File: src/rtl/mem_wb_stage_if.sv
// rtl/mem_wb_stage_if.sv - MEM-to-WB bundle: MEM-stage inputs and WB write-port outputs
interface mem_wb_stage_if #(
  parameter int DATA_W = 32,
  parameter int REG_AW = 5
);
  logic              MEM_Valid;
  logic              MEM_Stall;
  logic              MEM_Flush;
  logic              MEM_RF_WrEn;
  logic [REG_AW-1:0] MEM_RdAddr;
  logic [1:0]        MEM_WbSel;
  logic [DATA_W-1:0] ALU_MEM_Addr;
  logic [DATA_W-1:0] MEM_DataOut;
  logic [DATA_W-1:0] MEM_PC4;
  logic [DATA_W-1:0] MEM_Imm;

  logic              WB_Valid;
  logic              WB_RF_WrEn;
  logic [REG_AW-1:0] WB_RdAddr;
  logic [DATA_W-1:0] WB_RF_WrData;

  modport master (
    output MEM_Valid, MEM_Stall, MEM_Flush, MEM_RF_WrEn, MEM_RdAddr, MEM_WbSel,
           ALU_MEM_Addr, MEM_DataOut, MEM_PC4, MEM_Imm,
    input  WB_Valid, WB_RF_WrEn, WB_RdAddr, WB_RF_WrData
  );

  modport slave (
    input  MEM_Valid, MEM_Stall, MEM_Flush, MEM_RF_WrEn, MEM_RdAddr, MEM_WbSel,
           ALU_MEM_Addr, MEM_DataOut, MEM_PC4, MEM_Imm,
    output WB_Valid, WB_RF_WrEn, WB_RdAddr, WB_RF_WrData
  );
endinterface

File: src/rtl/mem_wb_stage.sv
// rtl/mem_wb_stage.sv - MEM/WB pipeline register, write-back select and retired counter
module mem_wb_stage #(
  parameter int DATA_W = 32,
  parameter int REG_AW = 5,
  parameter int CNT_W  = 32
) (
  input  logic             clk,
  input  logic             rst_n,
  mem_wb_stage_if.slave    bus,
  input  logic             Cnt_Clr,
  output logic [CNT_W-1:0] Retired_Cnt
);
  localparam logic [CNT_W-1:0] CNT_ONE = {{(CNT_W-1){1'b0}}, 1'b1};

  logic              valid_q, valid_d;
  logic              rf_wren_q, rf_wren_d;
  logic [REG_AW-1:0] rd_addr_q, rd_addr_d;
  logic [DATA_W-1:0] wr_data_q, wr_data_d;
  logic [CNT_W-1:0]  retired_cnt_q, retired_cnt_d;
  logic [DATA_W-1:0] sel_data;
  logic              hold;
  logic              retire;

  always_comb begin
    sel_data = bus.ALU_MEM_Addr;
    case (bus.MEM_WbSel)
      2'b00: sel_data = bus.ALU_MEM_Addr;
      2'b01: sel_data = bus.MEM_DataOut;
      2'b10: sel_data = bus.MEM_PC4;
      2'b11: sel_data = bus.MEM_Imm;
    endcase
  end

  // Flush overrides stall, so the slot only truly holds on a stall without flush.
  assign hold   = bus.MEM_Stall & ~bus.MEM_Flush;
  assign retire = valid_q & ~hold;

  always_comb begin
    valid_d       = valid_q;
    rf_wren_d     = rf_wren_q;
    rd_addr_d     = rd_addr_q;
    wr_data_d     = wr_data_q;
    retired_cnt_d = retired_cnt_q;

    if (bus.MEM_Flush) begin
      valid_d   = 1'b0;
      rf_wren_d = 1'b0;
    end else if (!bus.MEM_Stall) begin
      valid_d   = bus.MEM_Valid;
      rf_wren_d = bus.MEM_RF_WrEn & bus.MEM_Valid;
      rd_addr_d = bus.MEM_RdAddr;
      wr_data_d = sel_data;
    end

    if (Cnt_Clr) begin
      retired_cnt_d = '0;
    end else if (retire) begin
      retired_cnt_d = retired_cnt_q + CNT_ONE;
    end
  end

  always_ff @(posedge clk or negedge rst_n) begin
    if (!rst_n) begin
      valid_q       <= 1'b0;
      rf_wren_q     <= 1'b0;
      rd_addr_q     <= '0;
      wr_data_q     <= '0;
      retired_cnt_q <= '0;
    end else begin
      valid_q       <= valid_d;
      rf_wren_q     <= rf_wren_d;
      rd_addr_q     <= rd_addr_d;
      wr_data_q     <= wr_data_d;
      retired_cnt_q <= retired_cnt_d;
    end
  end

  // r0 is hard-wired zero, so a write strobe to it is dropped here.
  assign bus.WB_Valid     = valid_q;
  assign bus.WB_RF_WrEn   = valid_q & rf_wren_q & (rd_addr_q != '0);
  assign bus.WB_RdAddr    = rd_addr_q;
  assign bus.WB_RF_WrData = wr_data_q;
  assign Retired_Cnt      = retired_cnt_q;
endmodule
File: src/flat_wrapper.sv
// flat-port wrapper written by rule: the top's interface ports become plain ports
module mem_wb_stage_flat 
#(
  parameter int DATA_W = 32,
  parameter int REG_AW = 5,
  parameter int CNT_W  = 32
)
  (clk, rst_n, Cnt_Clr, Retired_Cnt, bus_MEM_Valid, bus_MEM_Stall, bus_MEM_Flush, bus_MEM_RF_WrEn, bus_MEM_RdAddr, bus_MEM_WbSel, bus_ALU_MEM_Addr, bus_MEM_DataOut, bus_MEM_PC4, bus_MEM_Imm, bus_WB_Valid, bus_WB_RF_WrEn, bus_WB_RdAddr, bus_WB_RF_WrData);
  mem_wb_stage_if #(.DATA_W(DATA_W), .REG_AW(REG_AW)) bus_i ();
  input  logic clk;
  input  logic rst_n;
  input  logic Cnt_Clr;
  output logic [CNT_W-1:0] Retired_Cnt;
  input wire logic [$bits(bus_i.MEM_Valid)-1:0] bus_MEM_Valid;
  input wire logic [$bits(bus_i.MEM_Stall)-1:0] bus_MEM_Stall;
  input wire logic [$bits(bus_i.MEM_Flush)-1:0] bus_MEM_Flush;
  input wire logic [$bits(bus_i.MEM_RF_WrEn)-1:0] bus_MEM_RF_WrEn;
  input wire logic [$bits(bus_i.MEM_RdAddr)-1:0] bus_MEM_RdAddr;
  input wire logic [$bits(bus_i.MEM_WbSel)-1:0] bus_MEM_WbSel;
  input wire logic [$bits(bus_i.ALU_MEM_Addr)-1:0] bus_ALU_MEM_Addr;
  input wire logic [$bits(bus_i.MEM_DataOut)-1:0] bus_MEM_DataOut;
  input wire logic [$bits(bus_i.MEM_PC4)-1:0] bus_MEM_PC4;
  input wire logic [$bits(bus_i.MEM_Imm)-1:0] bus_MEM_Imm;
  output wire logic [$bits(bus_i.WB_Valid)-1:0] bus_WB_Valid;
  output wire logic [$bits(bus_i.WB_RF_WrEn)-1:0] bus_WB_RF_WrEn;
  output wire logic [$bits(bus_i.WB_RdAddr)-1:0] bus_WB_RdAddr;
  output wire logic [$bits(bus_i.WB_RF_WrData)-1:0] bus_WB_RF_WrData;
  assign bus_i.MEM_Valid = bus_MEM_Valid;
  assign bus_i.MEM_Stall = bus_MEM_Stall;
  assign bus_i.MEM_Flush = bus_MEM_Flush;
  assign bus_i.MEM_RF_WrEn = bus_MEM_RF_WrEn;
  assign bus_i.MEM_RdAddr = bus_MEM_RdAddr;
  assign bus_i.MEM_WbSel = bus_MEM_WbSel;
  assign bus_i.ALU_MEM_Addr = bus_ALU_MEM_Addr;
  assign bus_i.MEM_DataOut = bus_MEM_DataOut;
  assign bus_i.MEM_PC4 = bus_MEM_PC4;
  assign bus_i.MEM_Imm = bus_MEM_Imm;
  assign bus_WB_Valid = bus_i.WB_Valid;
  assign bus_WB_RF_WrEn = bus_i.WB_RF_WrEn;
  assign bus_WB_RdAddr = bus_i.WB_RdAddr;
  assign bus_WB_RF_WrData = bus_i.WB_RF_WrData;
  mem_wb_stage #(.DATA_W(DATA_W), .REG_AW(REG_AW), .CNT_W(CNT_W)) u_core (.clk(clk), .rst_n(rst_n), .bus(bus_i), .Cnt_Clr(Cnt_Clr), .Retired_Cnt(Retired_Cnt));
endmodule
File: config.mk
export PLATFORM = sky130hd
export DESIGN_NAME = mem_wb_stage_flat
export DESIGN_NICKNAME = d
export VERILOG_FILES = /design/src/rtl/mem_wb_stage_if.sv /design/src/rtl/mem_wb_stage.sv /design/src/flat_wrapper.sv
export SDC_FILE = /design/constraint.sdc
export NUM_CORES = 1
export LEC_CHECK = 0
export ABC_AREA = 1
export BUFFER_PORTS_ARGS = -buffer_cell sky130_fd_sc_hd__clkbuf_2
export CORE_MARGIN = 4
export CORE_UTILIZATION = 35
export DETAILED_ROUTE_END_ITERATION = 8
export PLACE_DENSITY_LB_ADDON = 0.12
export SKIP_CTS_REPAIR_TIMING = 1
export SLEW_MARGIN = 20
export SYNTH_ARGS = -nofsm -noshare
export SYNTH_HDL_FRONTEND = slang
export SYNTH_SLANG_ARGS = --single-unit
File: constraint.sdc
create_clock -name clk -period 2.7 [get_ports clk]
set_clock_uncertainty 0.05 [all_clocks]
set_input_delay 0.135 -clock clk [delete_from_list [all_inputs] [get_ports clk]]
set_output_delay 0.135 -clock clk [all_outputs]
set_load 0.1 [all_outputs]
== Yosys cells after proc, flatten, opt, wreduce, memory -nomap -nowiden ==
Cells that the tools add are included.

* Output and inout port bits: 71
* Input bits: 142
* Flip-flop bits (word level): 71

* Equality and inequality tests: 4
* Reductions and logical operators: 4
* Add/subtract/negate cells: 1
* Bitwise gates (word level): 8
* Mux-type cells: 7

{| class="wikitable"
|+ Operator list
! operator !! number
|-
| case mux 32 bit (4 select lines) || 1
|-
| 2-to-1 mux 32 bit || 2
|-
| adder 32 x 1 -> 32 bit (second input constant) || 1
|-
| bitwise AND 1 bit || 5
|-
| nonzero test 5 bit || 1
|-
| == test 2 bit (second input constant) || 2
|-
| 2-to-1 mux 1 bit || 4
|-
| inverter 1 bit || 3
|-
| == test 2 x 1 -> 1 bit (second input constant) || 1
|-
| logical NOT 2 bit || 1
|-
| != test 2 x 1 -> 1 bit (second input constant) || 1
|-
| AND reduction 2 bit || 1
|-
| nonzero test 2 bit || 1
|}

== Depth between registers and ports, before layout ==
Gate-level depths: netlist of run 1.

* Depth after elaboration: 6
* Depth in mapped cells: 9
* Depth with buffers taken out: 9

== Worst setup path before layout of run 1 ==
Ideal clock, no wire load.

* Kind: flip-flop to flip-flop
* From: register u_core.retired_cnt_q[1] (netlist: u_core.Retired_Cnt[1])
* To: register u_core.retired_cnt_q[26] (netlist: u_core.Retired_Cnt[26])
* Required time: 2.526 ns
* Arrival time: 2.094 ns
* Path slack: 0.433 ns
* Cell stages (with the launch flop): 9
* Cells stage by stage: dfrtp_1 ha_1 nand3_1 nor2_4 nand2_1 nor2_2 nand3_1 nand2_1 nor2_1

* Cells in the longest elaborated chain, start to end: 3

{| class="wikitable"
|+ RTL lines
! what !! line !! text
|-
| from (decl) || mem_wb_stage.sv:19 || <nowiki>logic [CNT_W-1:0] retired_cnt_q, retired_cnt_d;</nowiki>
|-
| from (signal assigned) || mem_wb_stage.sv:74 || <nowiki>retired_cnt_q <= retired_cnt_d;</nowiki>
|-
| adder 32 x 1 -> 32 bit || mem_wb_stage.sv:58 || <nowiki>retired_cnt_d = retired_cnt_q + CNT_ONE;</nowiki>
|-
| 2-to-1 mux 32 bit || mem_wb_stage.sv:57 || <nowiki>end else if (retire) begin</nowiki>
|-
| 2-to-1 mux 32 bit || mem_wb_stage.sv:55 || <nowiki>if (Cnt_Clr) begin</nowiki>
|}

Every way passes these cells. The select of a mux whose other input is x is not followed.
A chain may end at the register's enable or synchronous reset.

== Worst setup path after layout of run 1 ==
* From: register u_core.rd_addr_q[4] (netlist: u_core.bus.WB_RdAddr[4])
* To: output port bus_WB_RF_WrEn

* Cells in the longest elaborated chain, start to end: 2

{| class="wikitable"
|+ RTL lines
! what !! line !! text
|-
| from (decl) || mem_wb_stage.sv:17 || <nowiki>logic [REG_AW-1:0] rd_addr_q, rd_addr_d;</nowiki>
|-
| from (signal assigned) || mem_wb_stage.sv:72 || <nowiki>rd_addr_q <= rd_addr_d;</nowiki>
|-
| nonzero test 5 bit || mem_wb_stage.sv:80 || <nowiki>assign bus.WB_RF_WrEn = valid_q & rf_wren_q & (rd_addr_q != '0);</nowiki>
|-
| bitwise AND 1 bit || mem_wb_stage.sv:80 ||
|-
| to (decl) || flat_wrapper.sv:25 || <nowiki>output wire logic [$bits(bus_i.WB_RF_WrEn)-1:0] bus_WB_RF_WrEn;</nowiki>
|}

Every way passes these cells.

==> metrics.txt, run 1 <==
post-place setup slack 1.09 ns; Total Nets Final 938; Layout area overhead 36.5%; share of cells above drive strength 1 31.3%; Routed WL 14.6 mm; Via density 4.99; area leader, netlist dfrtp_1; Tcrit/Tclk final 66.7%; simple-gate portion of the synthesized area 34.5%; Initial DRC Count 212; top post-synthesis cells by count nand2_1 (188), nor2_1 (91), dfrtp_1 (71); Arr. time, crit path 1.62 ns; Tmin final 1.80 ns; Cells after Synth 582; # diodes 0; detailed-router iteration count before antenna repair 5; Cell Pwr Density 600 nW/µm²; clk sink count 71; Clock Tree Buf Depth 2; Hold Crit Class in -> reg; worst hold slack -0.0211 ns; overall die height 117 µm; worst reg2reg setup slack 1.09 ns; Adder-Cell Fraction of Synth Area 0.303%; clock-pin slew on the worst setup and hold paths 0.05 ns; Setup crit end kind output pin; Worst-Margin Slew 0.918 ns; Post-synth EDFFs 0; leading post-synthesis cells by cell area dfrtp_1 (43%), nand2_1 (17%), nor2_1 (8.3%); number of routed nets with antenna violations 0; initial antenna violation count 0; grt ovf 0; run status finished, violations left; fin. max-slew vios 0; HPWL Detailed 11.3 mm; final setup TNS 0 ns; sequential-to-total area share from yosys stat 43.1%; synth warn 0; worst relative slew slack 38.8%; Yosys cell types 27; crit path launch type flop; Crit Path Max Fanout 2; Final setup viols 0; die area 13600 µm²; max-cap violations 0; most common cell in the netlist nand2_1; Setup CP Type reg -> out; total CTS buffers 9; largest net degree at the start of global routing 72; async set-or-reset flop fraction in the synthesized netlist 100%; Post-synth top flop dfrtp_1; Mapped Nets 725; final hold violations 3; Die X 117 µm; placed cells 923; Layout Utilization 49.1%; Core ar. 11500 µm²; # port buffers 212; top-area cell type share of the netlist area 43.1%; row cnt 39; first-pass GRT wire length 22.9 mm; Final Wtd Congestion 0.883; Max Clk Rate 556 MHz; post-synthesis mux area share 0%; CTS H-Tree Depth 3; critical path required time 2.52 ns; vias in the first global route 4732; IO Pins 213; Cell Area, Synth 4120 µm²; WL/cell 15.5 µm; initial core utilization 36.0%; #FFs+latches synth 71; RSZ-0062 raised after global routing no; post-synthesis compound-gate area fraction 15.9%; DRC Markers 0; Skew-Pair Late Insertion Delay 0.33 ns; synthesized area per cell 7.08 µm²; Peak VDD IR 293 µV; violations in the final reports hold timing; via count 4691; largest family of logic cells by synthesized area simple AND/OR/NAND/NOR gates; Tot GR Track Use 21.3%; Lkg Pwr 2.78 nW; post-route setup slack 0.900 ns; CTS tree built; Non-Filler Instances 941; xor/xnor share of the synthesized area 0%; clock root cell clkbuf_16
==> metal layers <==
layer,GRT usage [%],vias to the layer above,part of all wire (%)
met5,0,-,0
li1,-,2347,-
met1,25.6,2122,40
met3,5.85,27,8.0
met4,7.26,0,2.2
met2,37.0,195,50
==> cell type report <==
type / count / area, µm²
sequential: 71 / 1780
timing repair buffer: 222 / 1150
inverter: 44 / 165
tap: 143 / 179
clock inverter: 1 / 5.00
multi-input combinational: 447 / 2090
clock buffer: 13 / 260
fill: 1174 / 5840
==> through the flow <==
stage / power (mW) / area, µm² / hold WS [ns]
finish: 3.38 / 5630 / -0.0211
detailed placement: 2.32 / 5320 / 0.291
floorplan: 2.03 / 4120 / -0.211
CTS: 3.41 / 5590 / -0.0647
global route: 3.52 / 5630 / 0.00124
global placement: 2.32 / 5320 / 0.288
==> critical path, stage by stage (launching register included) <==
cell and delay (ns):
dfrtp_1 0.39, inv_1 0.07, nand3_1 0.09, o311ai_0 0.28
inv_1 0.08, clkbuf_2 0.38
==> kinds of logic (layout without fill, tap and decap cells) <==
logic type | count (synthesis) | count (layout)
buffers and inverters | 64 | 280
AOI/OAI and AO/OA | 106 | 106
adders and majority gates | 1 | 1
DFF | 71 | 71
and+or+nand+nor | 340 | 340
==> sequential cells by signal, indices dropped and copies added (netlist names) <==
register and flops:
u_core.Retired_Cnt 32, u_core.bus.WB_RF_WrData 32, u_core.bus.WB_RdAddr 5, u_core.bus.WB_Valid 1, u_core.rf_wren_q 1
==> placed cells by master (no fill, tap or decap) <==
cell type	count
nor3_1	1
clkbuf_2	211
a41oi_1	28
nand2_2	4
inv_2	2
buf_4	7
clkbuf_8	2
nand3_1	32
a31oi_1	5
o21ai_0	23
clkbuf_1	2
ha_1	1
nand3b_1	2
a21oi_4	1
nand2_1	188
nor3b_1	1
nand4_1	5
nor2_1	90
nor2_2	7
dlygate4sd3_1	4
nor3_2	1
clkbuf_16	9
and2_1	2
and3_1	2
a21oi_1	48
clkinv_2	1
o311ai_0	1
nor2_4	4
dfrtp_1	71
inv_1	42
nor3b_2	1
==> path summary, 6_finish.rpt <==
check / start / to / cells past startpoint
setup / recovery: u_core.bus.WB_RdAddr[4] / bus_WB_RF_WrEn / 5
hold / removal: bus_MEM_RdAddr[2] / u_core.bus.WB_RdAddr[2] / 3
setup reg to reg: u_core.Retired_Cnt[5] / u_core.Retired_Cnt[16] / 6
hold reg to reg: u_core.bus.WB_RF_WrData[21] / u_core.bus.WB_RF_WrData[21] / 2
max in group asynchronous: rst_n / u_core.Retired_Cnt[18] / 2
min in group asynchronous: rst_n / u_core.Retired_Cnt[12] / 2
==> report_power, final <==
part	switching, mW	internal, mW
Combinational	0.885	0.213
Clock	0.416	0.661
Sequential	0.0528	1.15
Total	1.35	2.02
Power figures use the tool's default switching activity.
==> run 2: changes to the inputs <==
- clock period: 2.7 -> 1.5 ns (I/O delays scaled with it)
==> run 2 against run 1 <==
The flow finishes with violations (hold timing, setup timing). Critical path depth unchanged. Setup slack worse by 1.0 ns. Non-clock buffer count up 83. Largest cell class unchanged. Sequential power up 82%. Via count up 12%.
==> metrics.txt, run 2 (same netlist as run 1, synthesis figures left out) <==
Cell Pwr Density 966 nW/µm² (+61%); Max Clk Rate 624 MHz; Non-Filler Instances 1027 (+9.1%); Setup crit end kind output pin; Tcrit/Tclk final 107%; placed cells 935 (+1.3%); clock-pin slew on the worst setup and hold paths 0.06 ns (about the same); CP max-delay cell dfrtp_4; R2R Path Start u_core.Retired_Cnt[0]; total CTS buffers 9 (unchanged); Layout area overhead 68.0%; RSZ-0062 raised after global routing yes; CTS tree built; grt ovf 0 (unchanged); Arr. time, crit path 1.48 ns (-0.14 ns); Peak VDD IR 670 µV (+130%); first-pass GRT wire length 23.9 mm (+4.2%); Clock Tree Buf Depth 2 (unchanged); fin. max-slew vios 0 (unchanged); most frequent cells in the layout clkbuf_2 (207), nand2_1 (174), nor2_1 (74); IO Pins 213 (unchanged); Initial DRC Count 361 (+70%); HPWL Detailed 11.9 mm (+5.8%); Placed Instance Area 5700 µm² (+7.1%); worst reg2reg setup slack 0.03 ns (-1.06 ns); Final Wtd Congestion 0.882 (-0.15%); Worst-Margin Slew 0.584 ns (-0.334 ns); CP max stage delay 0.48 ns (+0.09 ns); # port buffers 212 (unchanged); final hold violations 6 (+3); via count 5238 (+12%); clk sink count 71 (unchanged); Via density 5.10 (+2.3%); critical path required time 1.37 ns (-1.15 ns); Lkg Pwr 3.17 nW (+14%); violations in the final reports hold timing, setup timing; initial core utilization 36.0% (unchanged); vias in the first global route 4787 (+1.2%); max-cap violations 0 (unchanged); Hold Crit Class in -> reg; # diodes 0 (unchanged); Die X 117 µm (unchanged); run status finished, violations left; Routed WL 16.7 mm (+14%); worst hold slack -0.0435 ns (-0.0224 ns); post-route setup slack -0.103 ns (-1.00 ns); Worst path most repeated cell inv_2; DRC Markers 0 (unchanged); detailed-router iteration count before antenna repair 6 (+1); Skew-Pair Late Insertion Delay 0.33 ns (about the same); Final setup viols 1 (+1); largest net degree at the start of global routing 39 (-46%); Core ar. 11500 µm² (unchanged); cells along the critical path inv_2 -> nand3_2 -> o311ai_4 -> inv_2 -> buf_12; share of cells above drive strength 1 39.8% (+8.5 points); initial antenna violation count 0 (unchanged); crit path launch type flop; min-delay src bus_MEM_Imm[16]; design area 6930 µm² (+23%); worst relative slew slack 61.2% (+22 points); number of routed nets with antenna violations 0 (unchanged); CP startpoint u_core.bus.WB_RdAddr[2]; CTS H-Tree Depth 3 (unchanged); row cnt 39 (unchanged); Setup CP Type reg -> out; most common cell after layout, fill and taps aside clkbuf_2; WL/cell 16.3 µm (+4.9%); die area 13600 µm² (unchanged); Crit Path Max Fanout 2 (unchanged); clock root cell clkbuf_16; Total Nets Final 1022 (+9.0%); Tmin final 1.60 ns; Tot GR Track Use 22.4% (+1.1 points); overall die height 117 µm (unchanged)
[run 2: cell types whose count changed in the layout (fill, tap and decap cells not counted), sizes merged]
cell,before,now
bufinv,0,1
dlygate4sd3,4,72
buf,7,26
clkinv,1,0
nor2,101,102
clkinvlp,0,3
clkbuf,224,219
[run 2: cell type report]
type,count,area [µm²]
clock inverter,4,52.6
tap,143,179
fill,976,4540
sequential,71,1900
multi-input combinational,448,2330
clock buffer,12,267
timing repair buffer,305,2040
inverter,44,165
[run 2: final timing paths]
| check | cells after the start | endpoint |
|---|---|---|
| setup / recovery | 5 | bus_WB_RF_WrEn |
| hold / removal | 3 | u_core.bus.WB_RF_WrData[16] |
| setup reg to reg | 7 | u_core.Retired_Cnt[10] |
| hold reg to reg | 2 | u_core.bus.WB_RF_WrData[23] |
| max in group asynchronous | 3 | u_core.Retired_Cnt[23] |
| min in group asynchronous | 2 | u_core.Retired_Cnt[11] |
[run 2: routing by layer]
metal	track usage (%)	wire [µm]	vias up
li1	-	-	2515
met1	26.1	6440	2392
met2	39.4	8430	272
met3	6.32	1240	59
met4	8.26	604	0
met5	0	0	-
[run 2: through the flow]
stage / setup slack, ns / total power, mW / util [%] / setup TNS [ns]
after floorplan: -0.129 / 3.66 / - / -1.18
after global placement: 0.0443 / 4.24 / 49.7 / 0
after detailed placement: 0.0119 / 4.24 / 49.7 / 0
after CTS: -0.118 / 6.53 / 52.5 / -0.118
after global routing: -0.181 / 6.94 / 60.4 / -0.388
final: -0.103 / 6.69 / 60.4 / -0.103
[run 2: where the power goes]
part | total [mW] | internal (mW) | switching [mW]
Clock | 2.29 | 1.42 | 0.862
Sequential | 2.18 | 2.08 | 0.104
Combinational | 2.22 | 0.560 | 1.66
[run 2: worst max-delay path: cells and delay by family, from the launching register on]
kind	cells	cell delay [ns]
AND/OR/NAND/NOR	1	0.09
flip-flops	1	0.48
buffers and inverters	3	0.31
AO/OA/AOI/OAI	1	0.27
